===== src/rtl/dbus_router_pkg.sv =====
// Shared types and constants for the data-bus router: request/response
// records, route tags carried by the per-port FIFOs, and the kseg mapping.
`default_nettype none

package dbus_router_pkg;

  typedef struct packed {
    logic        valid;
    logic [31:0] addr;
    logic [2:0]  size;
    logic [3:0]  strobe;
    logic [31:0] data;
  } dbus_req_t;

  typedef struct packed {
    logic        addr_ok;
    logic        data_ok;
    logic [31:0] data;
  } dbus_resp_t;

  typedef struct packed {
    logic       uncached;
    logic [1:0] lane;
  } route_tag_t;

  localparam logic [2:0]  UNCACHED_SEG_DEFAULT = 3'b101;
  localparam logic [31:0] KSEG_MASK            = 32'h1FFF_FFFF;

  // kseg0/kseg1 fold onto the low 512 MiB; every other segment is identity-mapped.
  function automatic logic [31:0] to_paddr(input logic [31:0] vaddr);
    return (vaddr[31:30] == 2'b10) ? (vaddr & KSEG_MASK) : vaddr;
  endfunction

endpackage

`default_nettype wire


===== src/rtl/dbus_route_fifo.sv =====
// Per-port FIFO of route tags recording which backend owns each outstanding request.
`default_nettype none

module dbus_route_fifo
  import dbus_router_pkg::*;
#(
  parameter int DEPTH = 2
) (
  input  logic       clk,
  input  logic       reset,
  input  logic       push,
  input  logic       pop,
  input  route_tag_t push_tag,
  output route_tag_t head,
  output logic       full,
  output logic       empty
);

  localparam int              PW    = (DEPTH > 1) ? $clog2(DEPTH) : 1;
  localparam int              CW    = $clog2(DEPTH) + 1;
  localparam int              SLOTS = 2 ** PW;
  localparam logic [PW-1:0]   LAST  = PW'(DEPTH - 1);
  localparam logic [CW-1:0]   CAP   = CW'(DEPTH);

  route_tag_t    mem [SLOTS];
  logic [PW-1:0] wr_ptr;
  logic [PW-1:0] rd_ptr;
  logic [CW-1:0] count;
  logic          do_push;
  logic          do_pop;

  assign full    = (count == CAP);
  assign empty   = (count == '0);
  assign do_push = push & ~full;
  assign do_pop  = pop & ~empty;
  assign head    = mem[rd_ptr];

  always_ff @(posedge clk) begin
    if (reset) begin
      wr_ptr <= '0;
      rd_ptr <= '0;
      count  <= '0;
    end else begin
      if (do_push) begin
        mem[wr_ptr] <= push_tag;
        wr_ptr      <= (wr_ptr == LAST) ? '0 : wr_ptr + PW'(1);
      end
      if (do_pop) begin
        rd_ptr <= (rd_ptr == LAST) ? '0 : rd_ptr + PW'(1);
      end
      case ({do_push, do_pop})
        2'b10:   count <= count + CW'(1);
        2'b01:   count <= count - CW'(1);
        default: count <= count;
      endcase
    end
  end

endmodule

`default_nettype wire


===== src/rtl/dbus_router.sv =====
// Data-side front end: kseg translation, cached/uncached steering, DCache lane packing
// and in-order response routing. Optional DBUS_ROUTER_PERF_EN adds per-port accept counters.
`default_nettype none

module dbus_router
  import dbus_router_pkg::*;
#(
  parameter int         NUM_PORTS       = 2,
  parameter int         MAX_OUTSTANDING = 2,
  parameter logic [2:0] UNCACHED_SEG    = UNCACHED_SEG_DEFAULT
) (
  input  logic                        clk,
  input  logic                        reset,
  input  dbus_req_t  [NUM_PORTS-1:0]  dreq,
  output dbus_resp_t [NUM_PORTS-1:0]  dresp,
  output dbus_req_t  [NUM_PORTS-1:0]  cache_req,
  input  dbus_resp_t [NUM_PORTS-1:0]  cache_resp,
  output dbus_req_t  [NUM_PORTS-1:0]  uc_req,
  input  dbus_resp_t [NUM_PORTS-1:0]  uc_resp
`ifdef DBUS_ROUTER_PERF_EN
  ,
  output logic [NUM_PORTS-1:0][1:0][31:0] perf_cnt
`endif
);

  logic [NUM_PORTS-1:0] uncached;
  logic [NUM_PORTS-1:0] issue;
  logic [NUM_PORTS-1:0] accept;
  logic [NUM_PORTS-1:0] full;
  logic [NUM_PORTS-1:0] empty;
  logic [NUM_PORTS-1:0] lane_claimed;
  logic [1:0]           lane     [NUM_PORTS];
  route_tag_t           push_tag [NUM_PORTS];
  route_tag_t           head     [NUM_PORTS];

  // Lanes are handed out densely, in port order, only to requests actually issued.
  always_comb begin
    logic [1:0] used;
    used = '0;
    for (int i = 0; i < NUM_PORTS; i++) begin
      uncached[i] = (dreq[i].addr[31:29] == UNCACHED_SEG);
      issue[i]    = dreq[i].valid & ~full[i];
      lane[i]     = used;
      push_tag[i] = '{uncached: uncached[i], lane: used};
      if (issue[i] && !uncached[i]) used = used + 2'd1;
    end
  end

  always_comb begin
    dbus_req_t phys;
    phys      = '0;
    cache_req = '0;
    uc_req    = '0;
    for (int i = 0; i < NUM_PORTS; i++) begin
      phys       = dreq[i];
      phys.valid = issue[i];
      phys.addr  = to_paddr(dreq[i].addr);
      if (issue[i] && uncached[i]) uc_req[i] = phys;
      for (int l = 0; l < NUM_PORTS; l++) begin
        if (issue[i] && !uncached[i] && lane[i] == 2'(l)) cache_req[l] = phys;
      end
    end
  end

  always_comb begin
    dbus_resp_t issue_src;
    dbus_resp_t ret_src;
    logic       aok;
    issue_src    = '0;
    ret_src      = '0;
    aok          = 1'b0;
    dresp        = '0;
    accept       = '0;
    lane_claimed = '0;
    for (int i = 0; i < NUM_PORTS; i++) begin
      issue_src = uc_resp[i];
      ret_src   = uc_resp[i];
      for (int l = 0; l < NUM_PORTS; l++) begin
        if (!uncached[i] && lane[i] == 2'(l)) issue_src = cache_resp[l];
        if (!head[i].uncached && head[i].lane == 2'(l)) begin
          ret_src = cache_resp[l];
          if (!empty[i]) lane_claimed[l] = 1'b1;
        end
      end
      aok              = issue_src.addr_ok & ~full[i];
      dresp[i].addr_ok = aok;
      dresp[i].data_ok = ~empty[i] & ret_src.data_ok;
      dresp[i].data    = empty[i] ? '0 : ret_src.data;
      accept[i]        = issue[i] & aok;
    end
  end

  for (genvar i = 0; i < NUM_PORTS; i++) begin : g_fifo
    dbus_route_fifo #(
      .DEPTH(MAX_OUTSTANDING)
    ) u_fifo (
      .clk     (clk),
      .reset   (reset),
      .push    (accept[i]),
      .pop     (dresp[i].data_ok),
      .push_tag(push_tag[i]),
      .head    (head[i]),
      .full    (full[i]),
      .empty   (empty[i])
    );
  end

  // A backend completing with nothing waiting for it means an ordering bug upstream.
  always_ff @(posedge clk) begin
    if (!reset) begin
      for (int l = 0; l < NUM_PORTS; l++) begin
        assert (!cache_resp[l].data_ok || lane_claimed[l])
          else $warning("dbus_router: orphan data_ok on cache lane %0d", l);
        assert (!uc_resp[l].data_ok || (!empty[l] && head[l].uncached))
          else $warning("dbus_router: orphan data_ok on uncached port %0d", l);
      end
    end
  end

`ifdef DBUS_ROUTER_PERF_EN
  always_ff @(posedge clk) begin
    if (reset) begin
      perf_cnt <= '0;
    end else begin
      for (int i = 0; i < NUM_PORTS; i++) begin
        if (accept[i]) begin
          if (uncached[i]) perf_cnt[i][0] <= perf_cnt[i][0] + 32'd1;
          else             perf_cnt[i][1] <= perf_cnt[i][1] + 32'd1;
        end
      end
    end
  end
`endif

endmodule

`default_nettype wire


===== config.mk =====
export PLATFORM = sky130hd
export DESIGN_NAME = dbus_router
export DESIGN_NICKNAME = d
export VERILOG_FILES = /design/src/rtl/dbus_router_pkg.sv /design/src/rtl/dbus_route_fifo.sv /design/src/rtl/dbus_router.sv
export SDC_FILE = /design/constraint.sdc
export NUM_CORES = 1
export LEC_CHECK = 0
export CAP_MARGIN = 20
export CORE_AREA = 3 3 250 252
export CTS_BUF_LIST = sky130_fd_sc_hd__clkbuf_8
export CTS_CLUSTER_SIZE = 25
export DETAILED_ROUTE_END_ITERATION = 16
export DIE_AREA = 0 0 253 255
export SLEW_MARGIN = 0
export SYNTH_ARGS = -nofsm -noshare
export SYNTH_HDL_FRONTEND = slang
export SYNTH_SLANG_ARGS = --single-unit

===== constraint.sdc =====
create_clock -name clk -period 3.4 [get_ports clk]
set_input_delay 1.02 -clock clk [delete_from_list [all_inputs] [get_ports clk]]
set_output_delay 1.02 -clock clk [all_outputs]
set_load 0.05 [all_outputs]

==> PnR_summary.wiki <==
{| class="wikitable"
! Metric !! Value
|-
| Clock sink total || 16
|-
| Number of I/O port buffers || between 600 and 700
|-
| Slowest-stage cell, CP || sky130_fd_sc_hd__and3b_2
|-
| Violation count after the first detailed-routing iteration || 342
|-
| Mean Syn Cell Area || 6.771 um^2
|-
| Outcome || finished, violations left
|-
| Total power density per cell area || between 400 and 500 nW/um^2
|-
| Data arrival at the endpoint of the critical path || around 2.5 ns
|-
| Setup ws final || -0.09602 ns
|-
| Setup Total Neg Slack || -4.948 ns
|-
| Number of buffers on the longest clock path || 2
|-
| Antenna violations before repair || 13
|-
| Area growth syn-to-layout || 300.9%
|-
| Max Clock Skew || roughly 0.0043 ns
|-
| Internal Pwr Total || slightly below 0.004 W
|-
| Sw Pwr || 0.004271 W
|-
| Horizontal die dimension || 253 um
|-
| Violated checks || setup timing
|-
| Endpoint class of the critical path || output port
|-
| Vias || 7,809
|-
| Final nets || between 1,500 and 2,000
|-
| Drt total wl || 54.02 mm
|-
| Relative slew slack || a little over half
|-
| Final Util || approximately 28%
|-
| Top-level I/O count || 638
|-
| Post-Synthesis Cell Area || 4259 um^2
|-
| Post-route cell area || 17,070 um^2
|-
| Register area share after synthesis || 8.931%
|-
| Worst Reg2Reg Path Length in Cells || 6
|-
| F_max || between 0.2 and 0.3 GHz
|-
| Vias in the first global route || 8,129
|-
| Delay of the slowest cell on the worst path || 0.24 ns
|-
| Total cell area at the placement stage || 15,490 um^2
|-
| Period Utilization, post-route || 102.8%
|-
| Crit Path Category || input pin to output port
|-
| Die area || 64,520 um^2
|-
| Max Fanout on Critical Path || 16
|-
| Number of maximum-capacitance constraint violations || 0
|-
| Via-to-Cell Ratio || about 3.7
|-
| Worst-path cell chain || buf_6 -> and3b_2 -> nand3b_4 -> buf_6 -> nor2_4 -> buf_12 -> clkbuf_16 -> and2_4 -> buf_12
|-
| Dominant synthesized flop cell || sky130_fd_sc_hd__dfxtp_1
|-
| Number of synthesized flops with an enable pin || 6
|-
| Hold Worst Slack || a little over 0.5 ns
|-
| Capturing element of the worst setup path || cache_req[98]
|-
| Routed len/inst || 25.73 um
|-
| Insertion delay of the later-clocked pin in the worst-skew pair || 0.24 ns
|-
| Number of pins with negative max-slew slack in the final report || 0
|-
| Yosys warning total || 0
|-
| Std-Cell Core Area || 60,360 um^2
|-
| H-tree depth || 1
|-
| Cell Count, Final, Fillers Out || 2,100
|-
| Classification of the worst-slack hold path || flip-flop to flip-flop
|-
| Number of synthesized register bits || 16
|-
| TritonCTS clock tree || built
|-
| Required arrival time at the worst endpoint || around 2.4 ns
|-
| Clk pwr share || about 1.7%
|-
| Initial DRT Pass Iterations || 6
|-
| Post-layout minimum cycle time || 3.496 ns
|-
| RSZ-0062 raised after global routing || true
|-
| Top cells by count, synth || 205 x sky130_fd_sc_hd__and2_1, 69 x sky130_fd_sc_hd__a22o_1, 66 x sky130_fd_sc_hd__nand2_1
|-
| Cells after synthesis || between 600 and 700
|-
| Effective utilization at floorplan || 7.056%
|-
| Pin count of the biggest net entering global routing || 67
|-
| Switching part of the total || a little over half
|-
| Total of endpoints with negative setup slack in the final report || 96
|-
| Fin. Hold Viols || 0
|-
| Crit. Startpoint || dreq[140]
|-
| Post-synthesis async set-or-reset flop share || 0%
|-
| Global-route wire length before repair || 67.88 mm
|-
| Sequential group share of total power || 3.6%
|-
| Most common cell in the netlist || sky130_fd_sc_hd__and2_1
|-
| Transition time of the tightest slew-check pin || 0.7053 ns
|-
| Post-synth cell types || 44
|-
| Startpoint class of the critical path || input pin
|-
| Post-synth top area share || 30.11%
|-
| Tot GR Track Use || 15.03%
|-
| Grt total ovfl || 0
|-
| Residual DRC || 0
|-
| Peak supply drop || 223.0 uV
|-
| Most area-consuming cells after synthesis || sky130_fd_sc_hd__and2_1 30%, sky130_fd_sc_hd__a22o_1 14%, sky130_fd_sc_hd__mux2i_1 8.7%, sky130_fd_sc_hd__nand2_1 5.8%, sky130_fd_sc_hd__a211oi_1 5.6%
|-
| Number of cell rows || 90
|-
| Leakage || around 7 nW
|-
| Total CTS buffers || 3
|-
| Placed insts || 2,051
|-
| Area leader, netlist || sky130_fd_sc_hd__and2_1
|-
| Antenna viol nets, final || 0
|-
| Layout cells sized above 1 || 51.52%
|-
| Critical R2R Capture || g_fifo[0].u_fifo.count[1]
|-
| R2r setup slk || 0.64 ns
|-
| CTS clk-pin slew, worst paths || 0.06 ns
|-
| Combinational share of power || 94.7%
|-
| HPWL after detailed placement || 44.66 mm
|-
| Clock Tree Root || sky130_fd_sc_hd__clkbuf_8
|-
| Height of the chip || 255 um
|-
| Routability cong. || 0.8076
|}
[layer usage]
layer  track usage [%]  wire length [um]  vias to the layer above
met5                 0                 8                        -
met4             3.625              1257                        2
met3             3.638              4226                       48
met2             28.09             28100                      459
met1             17.16             20430                     3755
li1                  -                 -                     3545
[per-stage QoR]
step | total power [W] | worst slack, ns
after CTS | 0.008096 | -0.08075
after global routing | 0.008492 | -0.1058
final | 0.008203 | -0.09602
after floorplan | 0.003597 | -0.01279
after global placement | 0.007470 | -0.4885
after detailed placement | 0.007508 | -0.5068
[layout by cell type (no fill, tap or decap), types with 10 or more instances in the layout]
cell type / count
sky130_fd_sc_hd__clkdlybuf4s50_1: 272
sky130_fd_sc_hd__buf_12: 363
sky130_fd_sc_hd__clkbuf_16: 10
sky130_fd_sc_hd__a211oi_1: 31
sky130_fd_sc_hd__dfxtp_1: 10
sky130_fd_sc_hd__and2_4: 129
sky130_fd_sc_hd__buf_6: 12
sky130_fd_sc_hd__and2_1: 74
sky130_fd_sc_hd__nor2_1: 39
sky130_fd_sc_hd__mux2i_1: 35
sky130_fd_sc_hd__a22o_4: 49
sky130_fd_sc_hd__a22o_1: 20
sky130_fd_sc_hd__a21oi_1: 37
sky130_fd_sc_hd__buf_4: 65
sky130_fd_sc_hd__nand2_1: 66
[power by group through the flow]
stage                     Sequential, W  Clock (W)  Combinational (W)
after floorplan                0.000284          0            0.00331
after global placement         0.000298          0            0.00717
after detailed placement       0.000302          0            0.00721
after CTS                      0.000298   0.000142            0.00766
after global routing           0.000306   0.000149            0.00804
final                          0.000297   0.000139            0.00777
[how the worst min path moves through the flow]
| stage | from | to | cells after the start |
|---|---|---|---|
| CTS | g_fifo[0].u_fifo.rd_ptr | g_fifo[0].u_fifo.rd_ptr | 2 |
| global route | g_fifo[0].u_fifo.rd_ptr | flip-flop | 2 |
| global placement | g_fifo[0].u_fifo.wr_ptr | g_fifo[0].u_fifo.wr_ptr | 2 |
| finish | g_fifo[0].u_fifo.rd_ptr | g_fifo[0].u_fifo.rd_ptr | 2 |
| detailed placement | g_fifo[0].u_fifo.rd_ptr | g_fifo[0].u_fifo.rd_ptr | 2 |
| floorplan | g_fifo[0].u_fifo.wr_ptr | g_fifo[0].u_fifo.wr_ptr | 2 |
[cells by family (layout without fill, tap and decap cells)]
kind of cell / count (synthesis) / in the layout / share of synthesized area [%]
AND/OR/NAND/NOR: 341 / 341 / 44.89
buffers and inverters: 72 / 750 / 8.108
flip-flops: 16 / 16 / 8.931
XOR/XNOR: 4 / 4 / 0.8227
multiplexers: 42 / 42 / 10.28
adder cells (fa/ha/maj): 2 / 2 / 0.5875
AO/OA/AOI/OAI: 151 / 151 / 26.29
other: 1 / 12 / 0.08805
[critical path, delay by kind of cell]
family	cells	cell delay, ns
buffers and inverters	5	0.74
and+or+nand+nor	4	0.69
[cell type report]
cell class	instances	area (um^2)
fill	6211	43290
timing repair buffer	741	11230
multi-input combinational	546	4400
tap	782	978.4
sequential	16	380.4
clock buffer	3	41.29
inverter	5	23.77
antenna	6	15.01
clock inverter	1	3.754
[repair_timing]
action | in CTS | in global routing
setup endpoints to repair | 284 | 210
resized for setup | 190 | 58
hold buffers | 0 | 0
pin swaps | 28 | 15
gates cloned | 10 | 12
setup buffers | 16 | 7
No activity file was read; power rests on OpenSTA's default activity.
